--- src/rtl/effect_tx_pkg.sv ---
// effect_tx_pkg: shared types for the I2S DAC transmit path.
//   SAMPLE_W   - audio sample width
//   sample_t   - signed audio sample
//   tx_state_t - serialiser FSM states
package effect_tx_pkg;

    localparam int SAMPLE_W = 16;

    typedef logic signed [SAMPLE_W-1:0] sample_t;

    typedef enum logic [1:0] {
        IDLE     = 2'd0,
        WAIT_BIT = 2'd1,
        SHIFT    = 2'd2,
        PAD      = 2'd3
    } tx_state_t;

endpackage

--- src/rtl/effect_tx_fifo.sv ---
// effect_tx_fifo: synchronous sample FIFO between the effect chain and the
// I2S serialiser.
//   i_clk, i_rst  - clock, async active-high reset
//   i_flush       - synchronous clear of all entries
//   i_push/i_data - write request and data (accepted when not full, or when
//                   a pop happens in the same cycle)
//   i_pop/o_data  - read request and head-of-queue data (o_data valid when
//                   not empty)
//   o_fill        - occupancy, o_full / o_empty - status flags
module effect_tx_fifo
    import effect_tx_pkg::*;
#(
    parameter int FIFO_DEPTH = 4
) (
    input  logic                        i_clk,
    input  logic                        i_rst,
    input  logic                        i_flush,
    input  logic                        i_push,
    input  sample_t                     i_data,
    input  logic                        i_pop,
    output sample_t                     o_data,
    output logic [$clog2(FIFO_DEPTH):0] o_fill,
    output logic                        o_full,
    output logic                        o_empty
);

    localparam int AW = $clog2(FIFO_DEPTH);

    logic [AW:0] wr_ptr;
    logic [AW:0] rd_ptr;
    sample_t     mem [FIFO_DEPTH];
    logic        do_push;
    logic        do_pop;

    assign o_fill  = wr_ptr - rd_ptr;
    assign o_full  = (o_fill == (AW+1)'(FIFO_DEPTH));
    assign o_empty = (wr_ptr == rd_ptr);
    assign o_data  = mem[rd_ptr[AW-1:0]];

    assign do_pop  = i_pop && !o_empty;
    // a pop in the same cycle frees the slot, so a push at full still fits
    assign do_push = i_push && (!o_full || do_pop);

    always_ff @(posedge i_clk or posedge i_rst) begin
        if (i_rst) begin
            wr_ptr <= '0;
            rd_ptr <= '0;
        end else if (i_flush) begin
            wr_ptr <= '0;
            rd_ptr <= '0;
        end else begin
            if (do_push) wr_ptr <= wr_ptr + 1'b1;
            if (do_pop)  rd_ptr <= rd_ptr + 1'b1;
        end
    end

    always_ff @(posedge i_clk) begin
        if (do_push) mem[wr_ptr[AW-1:0]] <= i_data;
    end

endmodule

--- src/rtl/effect_i2s_dac_tx.sv ---
// effect_i2s_dac_tx: sink of the effect chain. Buffers valid-pulsed mono
// samples and serialises each one, I2S style, on both slots of a frame to a
// codec that is clock master (BCLK and DACLRCK are inputs).
//   i_clk, i_rst     - system clock (>= 4x BCLK), async active-high reset
//   i_valid, i_data  - one-cycle sample strobe and signed sample
//   i_enable         - 1 = transmit, 0 = mute, flush FIFO, FSM to IDLE
//   i_aud_bclk       - codec bit clock (asynchronous)
//   i_aud_daclrck    - codec LR clock (asynchronous), low = left slot
//   o_aud_dacdat     - serial data, changes on synchronised BCLK falls
//   o_fill           - FIFO occupancy
//   o_overflow       - pulse: sample dropped because the FIFO was full
//   o_underflow      - pulse: left slot started with the FIFO empty
// Build option: define I2S_TX_UNDERFLOW_HOLD_EN to repeat the last sample on
// underflow instead of sending silence.
//
// state    | meaning
// IDLE     | no frame in progress, DACDAT held low
// WAIT_BIT | LRCK edge seen, waiting out the one-BCLK I2S delay
// SHIFT    | driving the 16 sample bits MSB first
// PAD      | word done, DACDAT low until the next LRCK edge
module effect_i2s_dac_tx
    import effect_tx_pkg::*;
#(
    parameter int FIFO_DEPTH  = 4,
    parameter int SYNC_STAGES = 2
) (
    input  logic                        i_clk,
    input  logic                        i_rst,
    input  logic                        i_valid,
    input  logic                        i_enable,
    input  logic [SAMPLE_W-1:0]         i_data,
    input  logic                        i_aud_bclk,
    input  logic                        i_aud_daclrck,
    output logic                        o_aud_dacdat,
    output logic [$clog2(FIFO_DEPTH):0] o_fill,
    output logic                        o_overflow,
    output logic                        o_underflow
);

    logic [SYNC_STAGES-1:0] bclk_sync;
    logic [SYNC_STAGES-1:0] lrck_sync;
    logic                   bclk_d;
    logic                   lrck_d;
    logic                   bclk_s;
    logic                   lrck_s;
    logic                   bclk_fall;
    logic                   lrck_fall;
    logic                   lrck_edge;

    sample_t   fifo_rdata;
    logic      fifo_full;
    logic      fifo_empty;
    logic      fifo_pop;
    logic      underflow_evt;
    logic      overflow_evt;

    sample_t   frame_sample;
    sample_t   frame_next;
    sample_t   shift_reg;
    sample_t   shift_nxt;
    logic [3:0] bit_cnt;
    logic [3:0] cnt_nxt;
    logic      dacdat_nxt;
    logic      armed;
    logic      lrck_go;
    tx_state_t state;
    tx_state_t state_nxt;

    always_ff @(posedge i_clk or posedge i_rst) begin
        if (i_rst) begin
            bclk_sync <= '0;
            lrck_sync <= '0;
            bclk_d    <= 1'b0;
            lrck_d    <= 1'b0;
        end else begin
            bclk_sync <= {bclk_sync[SYNC_STAGES-2:0], i_aud_bclk};
            lrck_sync <= {lrck_sync[SYNC_STAGES-2:0], i_aud_daclrck};
            bclk_d    <= bclk_sync[SYNC_STAGES-1];
            lrck_d    <= lrck_sync[SYNC_STAGES-1];
        end
    end

    assign bclk_s    = bclk_sync[SYNC_STAGES-1];
    assign lrck_s    = lrck_sync[SYNC_STAGES-1];
    assign bclk_fall = bclk_d & ~bclk_s;
    assign lrck_fall = lrck_d & ~lrck_s;
    assign lrck_edge = lrck_d ^ lrck_s;

    assign fifo_pop      = lrck_fall && i_enable && !fifo_empty;
    assign underflow_evt = lrck_fall && i_enable && fifo_empty;
    assign overflow_evt  = i_valid && i_enable && fifo_full && !fifo_pop;

    effect_tx_fifo #(
        .FIFO_DEPTH (FIFO_DEPTH)
    ) u_fifo (
        .i_clk   (i_clk),
        .i_rst   (i_rst),
        .i_flush (!i_enable),
        .i_push  (i_valid && i_enable),
        .i_data  (sample_t'(i_data)),
        .i_pop   (fifo_pop),
        .o_data  (fifo_rdata),
        .o_fill  (o_fill),
        .o_full  (fifo_full),
        .o_empty (fifo_empty)
    );

    // value the frame will carry; also what the shift register loads on the
    // same LRCK edge, so the popped sample is used without a cycle of delay
    always_comb begin
        frame_next = frame_sample;
        if (fifo_pop) begin
            frame_next = fifo_rdata;
        end
`ifdef I2S_TX_UNDERFLOW_HOLD_EN
        else if (underflow_evt) begin
            frame_next = frame_sample;
        end
`else
        else if (underflow_evt) begin
            frame_next = '0;
        end
`endif
    end

    // after reset or disable only a left-slot start may begin transmission,
    // so the first word always lands in the left slot
    assign lrck_go = lrck_fall || (lrck_edge && armed);

    always_comb begin
        state_nxt  = state;
        shift_nxt  = shift_reg;
        cnt_nxt    = bit_cnt;
        dacdat_nxt = o_aud_dacdat;
        if (!i_enable) begin
            state_nxt  = IDLE;
            dacdat_nxt = 1'b0;
        end else if (lrck_go) begin
            // also covers a short slot: the unfinished word is dropped
            shift_nxt  = frame_next;
            state_nxt  = WAIT_BIT;
            dacdat_nxt = 1'b0;
        end else begin
            case (state)
                IDLE: dacdat_nxt = 1'b0;
                WAIT_BIT: begin
                    if (bclk_fall) begin
                        dacdat_nxt = shift_reg[SAMPLE_W-1];
                        shift_nxt  = {shift_reg[SAMPLE_W-2:0], 1'b0};
                        cnt_nxt    = 4'd15;
                        state_nxt  = SHIFT;
                    end
                end
                SHIFT: begin
                    if (bclk_fall) begin
                        if (bit_cnt == 4'd0) begin
                            dacdat_nxt = 1'b0;
                            state_nxt  = PAD;
                        end else begin
                            dacdat_nxt = shift_reg[SAMPLE_W-1];
                            shift_nxt  = {shift_reg[SAMPLE_W-2:0], 1'b0};
                            cnt_nxt    = bit_cnt - 4'd1;
                        end
                    end
                end
                PAD: dacdat_nxt = 1'b0;
                default: begin
                    state_nxt  = IDLE;
                    dacdat_nxt = 1'b0;
                end
            endcase
        end
    end

    always_ff @(posedge i_clk or posedge i_rst) begin
        if (i_rst) begin
            state        <= IDLE;
            shift_reg    <= '0;
            bit_cnt      <= '0;
            o_aud_dacdat <= 1'b0;
            frame_sample <= '0;
            armed        <= 1'b0;
            o_overflow   <= 1'b0;
            o_underflow  <= 1'b0;
        end else begin
            state        <= state_nxt;
            shift_reg    <= shift_nxt;
            bit_cnt      <= cnt_nxt;
            o_aud_dacdat <= dacdat_nxt;
            frame_sample <= frame_next;
            o_overflow   <= overflow_evt;
            o_underflow  <= underflow_evt;
            if (!i_enable)      armed <= 1'b0;
            else if (lrck_fall) armed <= 1'b1;
        end
    end

endmodule

--- config.mk ---
export PLATFORM = sky130hd
export DESIGN_NAME = effect_i2s_dac_tx
export DESIGN_NICKNAME = d
export VERILOG_FILES = /design/src/rtl/effect_tx_pkg.sv /design/src/rtl/effect_tx_fifo.sv /design/src/rtl/effect_i2s_dac_tx.sv
export SDC_FILE = /design/constraint.sdc
export NUM_CORES = 1
export LEC_CHECK = 0
export CAP_MARGIN = 20
export CELL_PAD_IN_SITES_DETAIL_PLACEMENT = 0
export CELL_PAD_IN_SITES_GLOBAL_PLACEMENT = 1
export CORE_MARGIN = 3
export CORE_UTILIZATION = 29
export CTS_BUF_LIST = sky130_fd_sc_hd__clkbuf_8
export CTS_CLUSTER_DIAMETER = 80
export CTS_CLUSTER_SIZE = 28
export DETAILED_ROUTE_END_ITERATION = 10
export PLACE_DENSITY_LB_ADDON = 0.12
export SLEW_MARGIN = 25
export SYNTH_ARGS = -nofsm -noshare
export SYNTH_HDL_FRONTEND = slang
export SYNTH_SLANG_ARGS = --single-unit
--- constraint.sdc ---
create_clock -name i_clk -period 4.18 [get_ports i_clk]
set_clock_uncertainty 0.2 [all_clocks]
set_input_delay 0.836 -clock i_clk [delete_from_list [all_inputs] [get_ports i_clk]]
set_output_delay 0.836 -clock i_clk [all_outputs]
set_load 0.005 [all_outputs]
==> results.json <==
{
  "status": "completed",
  "start_util_pct": 29.8,
  "power_density_nw_per_um2": 501,
  "p_sw_share_pct": 25.6,
  "p_seq_share_pct": 47.6,
  "slew_viol_final": 0,
  "ys.warnings.count": 0,
  "grt_util_met1_pct": 15.0,
  "use_met2_pct": 17.6,
  "postCtsSetupBuffers": 0,
  "numCtsBuffers": 17,
  "synth-edff-count": 64,
  "cap_violations": 0,
  "cp_slowest_cell": "clkdlybuf4s50_1",
  "rsz0062_at_grt": "no",
  "synthTopCellsByCount": "edfxtp_1, dfrtp_1, nand2_1",
  "design_area_um2": 6120,
  "worst_pin_slew_ns": 0.875,
  "yosys.area.top_type_share_pct": 37.0,
  "ys_seq_elements": 118,
  "grt_usage_pct": 11.4,
  "ys.flop_type": "edfxtp_1",
  "placed_cell_area_um2": 5700,
  "path_class": "reg -> out",
  "slew_headroom_pct": 41.7,
  "wirelength_um": 10600,
  "grt_max_degree": 30,
  "die_h_um": 140,
  "power.internal_mw": 2.28,
  "die_w_um": 140,
  "insertion_delay_ns": 0.44,
  "fin_nets": 416,
  "clock_path_buffers": 2,
  "ys_seq_area_share_pct": 63.0,
  "gp_congestion": 0.717,
  "min_period_over_period_pct": 78.8,
  "drcViolationCount": 0,
  "hold_buffers": 0,
  "grt_pass1_wl_um": 17000,
  "post_cts_resized": 0,
  "hp-class": "reg -> reg",
  "power_frac_clock_pct": 36.0,
  "tritoncts": "built",
  "ant_nets": 0,
  "die_area_um2": 19600,
  "antennaDiodeCount": 0,
  "dp.cells": 588,
  "drive_above_1_share_pct": 22.3,
  "vias": 2874,
  "crit_fanout": 4,
  "cts_root_buf": "clkbuf_8",
  "async_reset_ff_share_pct": 45.8,
  "drt_iter0_drc": 169,
  "synth_area_leaders": "edfxtp_1, dfrtp_1, mux4_2",
  "synth.distinct_cells": 48,
  "path_cells": "inv_1 -> ha_1 -> fa_1 -> xor3_2 -> clkdlybuf4s50_1",
  "io_pins": 28,
  "fmax_mhz": 304,
  "synthCells": 345,
  "critical_path_arrival_ns": 2.26,
  "fp-row-count": 48,
  "finalHoldViolCount": 0,
  "netlist_area_um2": 5200,
  "synth.most_common_cell": "edfxtp_1",
  "synth_nets": 379,
  "overflow": 0,
  "vdd_ir_drop_max_v": 0.000196,
  "grt_pass1_vias": 3080,
  "use_met3_pct": 3.64,
  "fin_crit_ns": 3.29,
  "p_comb_share_pct": 16.4,
  "largest_reg_flops": 64,
  "core_area_um2": 17400,
  "area_growth_pct": 17.7,
  "via_per_inst": 4.64,
  "synth_area_leader_cell": "edfxtp_1",
  "setup_viol": 0,
  "h-tree-depth": 4,
  "instances_no_fill": 619,
  "finalSetupTns_ns": 0,
  "grt-busiest-layer": "met2",
  "end_kind": "primary output",
  "fin_util_pct": 35.1,
  "portBuffers": 27,
  "synth.avg_cell_area_um2": 15.1,
  "cp-start-kind": "flip-flop",
  "leakage_nw": 2.34,
  "drt_pass1_iterations": 4,
  "switching_power_mw": 0.786,
  "place_hpwl_um": 6610,
  "clk_pin_slew_ns": 0.07,
  "antenna_found_initial": 0,
  "post_drt_wl_per_cell_um": 17.1,
  "cp_top_family": "buffers and inverters",
  "clock-sinks": 118,
  "cp.required_ns": 3.14,
  "path_buf_inv": 2,
  "cpPeakStageDelay_ns": 0.50
}
==> through the flow <==
stage | total power [mW] | setup WS (ns) | hold WS [ns]
final | 3.07 | 0.887 | 0.149
after global routing | 3.25 | 0.786 | 0.162
after CTS | 3.12 | 0.823 | 0.152
after detailed placement | 2.00 | 1.13 | 0.136
after global placement | 1.99 | 1.12 | 0.133
after floorplan | 1.86 | 1.50 | 0.131
==> worst paths after layout <==
check | from | endpoint | slack [ns] | cells past startpoint
max | u_fifo.wr_ptr[0] | o_fill[2] | 0.89 | 5
min | bclk_sync[0] | bclk_sync[1] | 0.15 | 0
max reg2reg | lrck_sync[1] | u_fifo.mem[1][15] | 1.19 | 8
min reg2reg | bclk_sync[0] | bclk_sync[1] | 0.15 | 0
max in group asynchronous | i_rst | shift_reg[10] | 2.37 | 3
min in group asynchronous | i_rst | o_overflow | 0.57 | 2
==> layer usage <==
metal  part of all wire [%]  wire length (um)
met3                    3.0               314
met4                    1.4               147
met5                      0                 0
met1                     48              5040
met2                     48              5060
==> layout by cell type, fill, tap and decap left out, drive strengths merged, types with 2 or more instances in the layout <==
master / netlist / layout
ha: 11 / 11
dfrtp: 54 / 54
xnor2: 2 / 2
nand2b: 4 / 4
and3b: 2 / 2
nor3: 4 / 4
mux4: 16 / 16
a211oi: 17 / 17
buf: 13 / 10
nand2: 41 / 41
clkinvlp: 0 / 4
mux2i: 5 / 5
a31oi: 17 / 17
o211ai: 16 / 16
o21ai: 6 / 6
a41oi: 2 / 2
mux2: 15 / 15
o21a: 3 / 3
edfxtp: 64 / 64
a21oi: 5 / 5
nor2: 2 / 2
clkbuf: 6 / 17
bufinv: 0 / 4
clkdlybuf4s50: 0 / 27
nand3: 3 / 3
inv: 17 / 18
and2: 6 / 6
clkinv: 0 / 5
==> power by group through the flow <==
stage                     Combinational [mW]  Clock (mW)  Sequential [mW]
after floorplan                        0.397           0             1.46
after global routing                   0.563        1.21             1.48
final                                  0.505        1.10             1.46
after CTS                              0.515        1.15             1.46
after detailed placement               0.513           0             1.48
after global placement                 0.510           0             1.48
==> worst register-to-register path: cells and delay by family, from the launching register on <==
family                   cells  cell delay, ns
AO/OA/AOI/OAI                2            0.41
AND/OR/NAND/NOR              2            0.39
adder cells (fa/ha/maj)      1            0.72
flip-flops                   1            0.37
buffers and inverters        3            0.56
==> cells by family after synthesis <==
| kind of cell | synth area share (%) |
|---|---|
| buffers and inverters | 3.61 |
| AO/OA/AOI/OAI | 10.5 |
| adder cells (fa/ha/maj) | 3.03 |
| multiplexers | 11.9 |
| XOR/XNOR | 1.35 |
| flip-flops | 63.0 |
| AND/OR/NAND/NOR | 6.64 |
==> final cells by class <==
| class | instances | area (um2) |
|---|---|---|
| Timing Repair Buffer | 37 | 345 |
| Fill cell | 1717 | 11300 |
| Clock inverter | 14 | 184 |
| Multi-Input combinational cell | 191 | 1740 |
| Sequential cell | 118 | 3270 |
| Clock buffer | 17 | 234 |
| Inverter | 17 | 63.8 |
| Tap cell | 225 | 282 |
Note: power is estimated with default switching activity, not from simulation.
